## src/rtl/pipeline_mem_stage_pkg.sv

```systemverilog
// Shared definitions for the memory-access stage: RV64 load/store funct3
// codes, the access FSM encoding and the write-back source select codes.
package pipeline_mem_stage_pkg;

   // Load funct3 encodings; bits [1:0] give the size, bit 2 marks zero-extension
   localparam logic [2:0] F3_LB  = 3'b000;
   localparam logic [2:0] F3_LH  = 3'b001;
   localparam logic [2:0] F3_LW  = 3'b010;
   localparam logic [2:0] F3_LD  = 3'b011;
   localparam logic [2:0] F3_LBU = 3'b100;
   localparam logic [2:0] F3_LHU = 3'b101;
   localparam logic [2:0] F3_LWU = 3'b110;

   // Store funct3 encodings
   localparam logic [2:0] F3_SB  = 3'b000;
   localparam logic [2:0] F3_SH  = 3'b001;
   localparam logic [2:0] F3_SW  = 3'b010;
   localparam logic [2:0] F3_SD  = 3'b011;

   // Size field values (funct3[1:0])
   localparam logic [1:0] SZ_BYTE = 2'b00;
   localparam logic [1:0] SZ_HALF = 2'b01;
   localparam logic [1:0] SZ_WORD = 2'b10;
   localparam logic [1:0] SZ_DBL  = 2'b11;

   // Write-back source select
   localparam logic [1:0] WB_NONE = 2'b00;
   localparam logic [1:0] WB_PC4  = 2'b01;
   localparam logic [1:0] WB_ALU  = 2'b10;
   localparam logic [1:0] WB_MEM  = 2'b11;

   // Data-memory access FSM
   typedef enum logic {
      ST_IDLE      = 1'b0,
      ST_WAIT_RESP = 1'b1
   } mem_state_t;

   // Unshifted byte strobe for an access of the given size
   function automatic logic [7:0] size_strobe(input logic [1:0] size);
      logic [7:0] strb;
      case (size)
         SZ_BYTE: strb = 8'h01;
         SZ_HALF: strb = 8'h03;
         SZ_WORD: strb = 8'h0F;
         default: strb = 8'hFF;
      endcase
      return strb;
   endfunction

endpackage

```

## src/rtl/pipeline_mem_stage_align.sv

```systemverilog
// Byte-lane steering for the data-memory port: places store data and strobes
// on the correct lanes of the 64-bit bus, extracts and extends load data,
// and flags accesses that are not naturally aligned for their size.
module mem_align_unit
   import pipeline_mem_stage_pkg::*;
(
   input  logic [2:0]  offset,
   input  logic [2:0]  funct3,
   input  logic [63:0] store_data,
   input  logic [63:0] load_raw,
   output logic        misalign,
   output logic [63:0] store_lanes,
   output logic [7:0]  store_strb,
   output logic [63:0] load_data
);

   logic [5:0]  shamt;
   logic [63:0] load_shift;

   assign shamt = {offset, 3'b000};

   // Alignment check, store lane/strobe placement and load extract/extend
   always_comb begin
      case (funct3[1:0])
         SZ_BYTE: misalign = 1'b0;
         SZ_HALF: misalign = offset[0];
         SZ_WORD: misalign = |offset[1:0];
         default: misalign = |offset;
      endcase

      store_lanes = store_data << shamt;
      store_strb  = size_strobe(funct3[1:0]) << offset;

      load_shift = load_raw >> shamt;
      case (funct3)
         F3_LB:   load_data = {{56{load_shift[7]}},  load_shift[7:0]};
         F3_LH:   load_data = {{48{load_shift[15]}}, load_shift[15:0]};
         F3_LW:   load_data = {{32{load_shift[31]}}, load_shift[31:0]};
         F3_LBU:  load_data = {56'd0, load_shift[7:0]};
         F3_LHU:  load_data = {48'd0, load_shift[15:0]};
         F3_LWU:  load_data = {32'd0, load_shift[31:0]};
         default: load_data = load_shift;
      endcase
   end

endmodule

```

## src/rtl/pipeline_mem_stage.sv

```systemverilog
// Memory-access stage of the RV64 pipeline. Holds the EX/MEM slot, runs a
// request/response data-memory access for loads and stores, stalls EX while
// the access is outstanding, and emits a registered write-back bundle on the
// edge where the slot completes. A watchdog turns a stuck access into a bus
// error so the pipeline cannot hang.
module pipeline_mem_stage
   import pipeline_mem_stage_pkg::*;
#(
   parameter int TIMEOUT_CYCLES = 255
) (
   input  logic        clk,
   input  logic        reset,
   input  logic        valid_EX,
   input  logic [63:0] alu_result_EX,
   input  logic [63:0] rs2_data_EX,
   input  logic [4:0]  rd_EX,
   input  logic        reg_write_EX,
   input  logic [1:0]  rf_wr_sel_EX,
   input  logic [63:0] pc_EX,
   input  logic        mem_read_EX,
   input  logic        mem_write_EX,
   input  logic [2:0]  funct3_EX,
   output logic        stall_MEM,
   output logic        dmem_req,
   output logic        dmem_we,
   output logic [63:0] dmem_addr,
   output logic [63:0] dmem_wdata,
   output logic [7:0]  dmem_wstrb,
   input  logic        dmem_ready,
   input  logic        dmem_rvalid,
   input  logic [63:0] dmem_rdata,
   output logic [63:0] alu_result_MEM,
   output logic [63:0] mem_data_MEM,
   output logic [63:0] pc_MEM,
   output logic [4:0]  rd_MEM,
   output logic        reg_write_MEM,
   output logic [1:0]  rf_wr_sel_MEM,
   output logic        misalign_MEM,
   output logic        bus_err_MEM
);

   localparam logic [7:0] TIMEOUT_LIMIT = 8'(TIMEOUT_CYCLES);

   // Slot control (reset) and slot payload (no reset)
   logic        slot_valid_p0;
   logic        slot_ld_p0;
   logic        slot_st_p0;
   logic [63:0] slot_addr_p0;
   logic [63:0] slot_wdata_p0;
   logic [63:0] slot_pc_p0;
   logic [4:0]  slot_rd_p0;
   logic        slot_rw_p0;
   logic [1:0]  slot_sel_p0;
   logic [2:0]  slot_f3_p0;

   mem_state_t  state;
   mem_state_t  state_next;
   logic [7:0]  wait_cnt;

   logic        misalign;
   logic        mem_op;
   logic        access;
   logic        timeout;
   logic        complete;
   logic        timeout_fault;
   logic        capture;
   logic [63:0] store_lanes;
   logic [7:0]  store_strb;
   logic [63:0] load_data;

   mem_align_unit u_align (
      .offset      (slot_addr_p0[2:0]),
      .funct3      (slot_f3_p0),
      .store_data  (slot_wdata_p0),
      .load_raw    (dmem_rdata),
      .misalign    (misalign),
      .store_lanes (store_lanes),
      .store_strb  (store_strb),
      .load_data   (load_data)
   );

   assign mem_op     = slot_valid_p0 & (slot_ld_p0 | slot_st_p0);
   assign access     = mem_op & ~misalign;
   assign timeout    = access & (wait_cnt == TIMEOUT_LIMIT);
   assign stall_MEM  = slot_valid_p0 & ~complete;
   assign capture    = ~stall_MEM;

   assign dmem_we    = slot_st_p0;
   assign dmem_addr  = {slot_addr_p0[63:3], 3'b000};
   assign dmem_wdata = store_lanes;
   assign dmem_wstrb = store_strb;

   // Access FSM next state, request and slot completion; a handshake or
   // response takes priority over a timeout landing in the same cycle
   always_comb begin
      state_next    = state;
      complete      = 1'b0;
      timeout_fault = 1'b0;
      dmem_req      = 1'b0;
      if (!slot_valid_p0) begin
         state_next = ST_IDLE;
      end else if (!access) begin
         complete = 1'b1;
      end else begin
         case (state)
            ST_IDLE: begin
               dmem_req = 1'b1;
               if (dmem_ready) begin
                  if (slot_ld_p0) state_next = ST_WAIT_RESP;
                  else            complete   = 1'b1;
               end else if (timeout) begin
                  complete      = 1'b1;
                  timeout_fault = 1'b1;
               end
            end
            ST_WAIT_RESP: begin
               if (dmem_rvalid) begin
                  complete   = 1'b1;
                  state_next = ST_IDLE;
               end else if (timeout) begin
                  complete      = 1'b1;
                  timeout_fault = 1'b1;
                  state_next    = ST_IDLE;
               end
            end
            default: state_next = ST_IDLE;
         endcase
      end
   end

   // EX/MEM slot control: capture when not stalled, a cleared valid is a bubble
   always_ff @(posedge clk or negedge reset) begin
      if (!reset) begin
         slot_valid_p0 <= 1'b0;
         slot_ld_p0    <= 1'b0;
         slot_st_p0    <= 1'b0;
      end else if (capture) begin
         slot_valid_p0 <= valid_EX;
         slot_ld_p0    <= mem_read_EX;
         slot_st_p0    <= mem_write_EX & ~mem_read_EX;
      end
   end

   // EX/MEM slot payload, captured alongside the control bits
   always_ff @(posedge clk) begin
      if (capture) begin
         slot_addr_p0  <= alu_result_EX;
         slot_wdata_p0 <= rs2_data_EX;
         slot_pc_p0    <= pc_EX;
         slot_rd_p0    <= rd_EX;
         slot_rw_p0    <= reg_write_EX;
         slot_sel_p0   <= rf_wr_sel_EX;
         slot_f3_p0    <= funct3_EX;
      end
   end

   // FSM state and watchdog counter; the counter restarts on every new slot
   // and on every state change so each phase gets the full wait budget
   always_ff @(posedge clk or negedge reset) begin
      if (!reset) begin
         state    <= ST_IDLE;
         wait_cnt <= 8'd0;
      end else begin
         state <= state_next;
         if (capture || (state_next != state)) wait_cnt <= 8'd0;
         else                                  wait_cnt <= wait_cnt + 8'd1;
      end
   end

   // MEM/WB bundle: loads from the slot on completion, otherwise a bubble
   // that clears the write enable and fault flags and holds everything else
   always_ff @(posedge clk or negedge reset) begin
      if (!reset) begin
         alu_result_MEM <= 64'd0;
         mem_data_MEM   <= 64'd0;
         pc_MEM         <= 64'd0;
         rd_MEM         <= 5'd0;
         reg_write_MEM  <= 1'b0;
         rf_wr_sel_MEM  <= 2'b00;
         misalign_MEM   <= 1'b0;
         bus_err_MEM    <= 1'b0;
      end else if (complete) begin
         alu_result_MEM <= slot_addr_p0;
         mem_data_MEM   <= load_data;
         pc_MEM         <= slot_pc_p0;
         rd_MEM         <= slot_rd_p0;
         reg_write_MEM  <= slot_rw_p0 & ~(mem_op & misalign) & ~timeout_fault;
         rf_wr_sel_MEM  <= slot_sel_p0;
         misalign_MEM   <= mem_op & misalign;
         bus_err_MEM    <= timeout_fault;
      end else begin
         reg_write_MEM  <= 1'b0;
         misalign_MEM   <= 1'b0;
         bus_err_MEM    <= 1'b0;
      end
   end

endmodule

```

## config.mk

```make
export PLATFORM = sky130hd
export DESIGN_NAME = pipeline_mem_stage
export DESIGN_NICKNAME = d
export VERILOG_FILES = /design/src/rtl/pipeline_mem_stage_pkg.sv /design/src/rtl/pipeline_mem_stage_align.sv /design/src/rtl/pipeline_mem_stage.sv
export SDC_FILE = /design/constraint.sdc
export NUM_CORES = 1
export LEC_CHECK = 0
export BUFFER_PORTS_ARGS = -buffer_cell sky130_fd_sc_hd__buf_2
export CAP_MARGIN = 20
export CORE_AREA = 2 2 240 242
export CTS_CLUSTER_SIZE = 12
export DETAILED_ROUTE_END_ITERATION = 10
export DIE_AREA = 0 0 242 244
export GPL_TIMING_DRIVEN = 0
export HOLD_SLACK_MARGIN = 0.03
export MAX_ROUTING_LAYER = met4
export SYNTH_ARGS = -nofsm -noshare
export SYNTH_HDL_FRONTEND = slang
export SYNTH_SLANG_ARGS = --single-unit
```

## constraint.sdc

```tcl
create_clock -name clk -period 7.99 [get_ports clk]
set_input_delay 0 -clock clk [delete_from_list [all_inputs] [get_ports clk]]
set_output_delay 0 -clock clk [all_outputs]
set_load 0.02 [all_outputs]
```

==> results.toml <==
[sta]
period_minus_slack_ns = 3.79
skew_ns = 0.0212
timing.fmax_mhz = 264
fin_crit_sh = 0.474
timing.slew.headroom = 0.349
finalMaxSlewViolations = 0
grt_setup_unrepaired = "false"
worst_pin_slew_ns = 0.969
finalSetupViolCount = 0
hold_viol = 0

[clock_network]
cts.sinks = 417
post_cts_buffers = 0
cts_max_level = 2
cts_tree = "yes"
cts_buffers = 48
clkTransAtPathRegs_ns = 0.06
cts_resized = 0
cts.path.max_buffers = 3
ctsHoldBuffers = 266
cts_root_buffer = "clkbuf_16"
clock_latency_ns = 0.60

[global_routing]
top_usage_layer = "met2"
gr-usage-all-layers = 0.238
use_met2 = 0.394
overflow = 0
met3_usage = 0.0606
grt_max_degree = 116
grt_pass1_vias = 16200
antenna_found_initial = 6
met1_usage = 0.281
grt_pass1_wl_um = 103000

[synth]
synth_edf_count = 203
synthArstFlopShare = 0.513
synth_seq_area_share = 0.609
syn_inst = 1299
synth.distinct_cells = 61
synth.ff_latch_count = 417
synth_flop_cell = "dfrtp_1"
synth.cell_area_um2 = 18800
ys_warn_count = 0
avgSynthCellArea_um2 = 14.5

[route]
drt-wirelength-per-cell_um = 22.9
vias = 15000
vias_per_cell = 4.96
wirelength_um = 69400
firstDrtPassIters = 5
drt_iter0_drc = 898
route.detailed.drc = 0
postRouteAntennaNets = 0

[cells_and_area]
utilization = 0.484
fin_nets = 2507
final_layout_size_suffix_gt1_frac = 0.409
final_cell_mix = "buf_2, dlygate4sd3_1, dfrtp_1, edfxtp_1, mux2_1"
area_growth_pct = 44.6
final_common_cell = "buf_2"
finalInstanceArea_um2 = 27200

[floorplanning]
io_pins = 615
fp.dieW_um = 242
fp.coreArea_um2 = 56200
dieArea_um2 = 59000
num_rows = 87
initial_utilization = 0.335
die_y_um = 244

[outcome]
status = "finished, final reports clean"

[placement]
placed_area_um2 = 22900
gp_congestion = 0.931
hpwl_um = 50600
io_buffers = 611

[pwr]
leakage_nw = 12.1
pwr_density_cell_nw_per_um2 = 267
irDropWorstVdd_v = 0.000196

[flow_run]
drv_cap = 0

[worst_setup_path]
cpPeakStageDelay_ns = 0.67
cp.required_ns = 7.99
worstPathArrival_ns = 3.79
crit_chain = "buf_2 > buf_2 > buf_2 > buf_2 > clkbuf_1 > a22oi_1 > o32ai_1 > buf_2"
slowest_stage = "clkbuf_1"
setup.worst_path.start_class = "flop"
crit_path_end_kind = "primary output"
cp_common_cell = "buf_2"
cp_max_fo = 10
worstSetupPathType = "reg2out"

[hold_path]
min_path_type = "in2async"
==> logic make-up after synthesis <==
group,synth area share
fa+ha+maj,0.000665
simple gates,0.0526
compound gates,0.0877
flops,0.609
xor+xnor,0.00279
buf+inv,0.0524
mux,0.195
other cells,0.000199
==> layer usage <==
layer | vias to the layer above | part of all wire
li1 | 6655 | -
met1 | 7480 | 0.40
met2 | 745 | 0.49
met3 | 166 | 0.078
met4 | 0 | 0.036
met5 | - | 0
==> worst paths after layout <==
check                                     start                  to  slack [ns]  cells past startpoint
worst max-delay path            slot_addr_p0[1]       dmem_wstrb[4]        4.20                      8
worst min-delay path                      reset  alu_result_MEM[31]        0.09                      2
worst max register to register  slot_addr_p0[2]   slot_wdata_p0[26]        4.45                      6
worst min register to register    slot_rd_p0[3]           rd_MEM[3]        0.46                      1
max in group asynchronous                 reset  alu_result_MEM[16]        6.78                      3
min in group clk                  dmem_rdata[8]     mem_data_MEM[0]        0.11                      4
==> power breakdown <==
part           total, mW  leakage [nW]  switching [mW]  internal, mW
sequential          2.89          4.67           0.233          2.66
combinational       2.14          6.63            1.26         0.874
clock               2.23         0.783           0.932          1.30
==> sequential cells by signal (all words and copies together), names as in the netlist <==
signal          flops
bus_err_MEM         1
slot_ld_p0          1
rf_wr_sel_MEM       2
slot_sel_p0         2
misalign_MEM        1
wait_cnt            8
dmem_we             1
alu_result_MEM     64
mem_data_MEM       64
slot_f3_p0          3
state               1
rd_MEM              5
slot_rd_p0          5
reg_write_MEM       1
slot_wdata_p0      64
slot_rw_p0          1
slot_pc_p0         64
slot_addr_p0       64
slot_valid_p0       1
pc_MEM             64
==> cell type report <==
class / count / area [µm²]
diodes: 4 / 10.0
plain buffers: 151 / 967
clock buffers: 74 / 1440
clock inverters: 16 / 176
fillers: 5010 / 29000
inverters: 5 / 26.3
multi-input cells: 728 / 6380
flip-flops and latches: 417 / 11500
well taps: 756 / 946
repair buffers: 881 / 5800
==> cell usage after synthesis (all sizes together) (2+ instances only) <==
cell / instances / area share
nand2b: 9 / 0.0030
and3: 2 / 0.00067
nand3: 5 / 0.0013
o22ai: 25 / 0.0083
dfrtp: 214 / 0.28
a2bb2oi: 49 / 0.037
or2: 2 / 0.00067
a21oi: 31 / 0.0082
nand2: 73 / 0.015
inv: 5 / 0.0010
o21ai: 41 / 0.011
a2111oi: 2 / 0.0023
nor3: 6 / 0.0016
and4: 2 / 0.00093
xor2: 5 / 0.0023
nor2: 56 / 0.011
buf: 128 / 0.047
a22oi: 7 / 0.0031
or3: 8 / 0.0027
clkbuf: 23 / 0.0046
mux4: 19 / 0.023
nand3b: 6 / 0.0024
and2: 9 / 0.0030
edfxtp: 203 / 0.32
o2bb2ai: 5 / 0.0023
a32oi: 2 / 0.00093
a211oi: 19 / 0.0078
nor2b: 21 / 0.0070
mux2i: 114 / 0.061
o21a: 2 / 0.00080
mux2: 186 / 0.11
==> worst max-delay path: cells and delay by family (launching register included) <==
family	cells	cell delay, ns
AOI/OAI and AO/OA	2	0.44
buffers and inverters	6	2.30
DFF	1	0.44
==> stage by stage <==
stage	worst slack (ns)	hold slack [ns]	std cells	TNS, ns	total power [mW]
2_1_floorplan	2.29	-0.296	1301	0	4.12
3_3_place_gp	-0.0882	0.177	2668	-9.56	4.93
3_5_place_dp	4.46	0.135	2672	0	4.95
4_1_cts	4.24	0.0585	3028	0	7.32
5_1_grt	4.12	0.0608	3032	0	7.56
6_report	4.20	0.0868	3032	0	7.26
No activity file was read; power rests on OpenSTA's default activity.
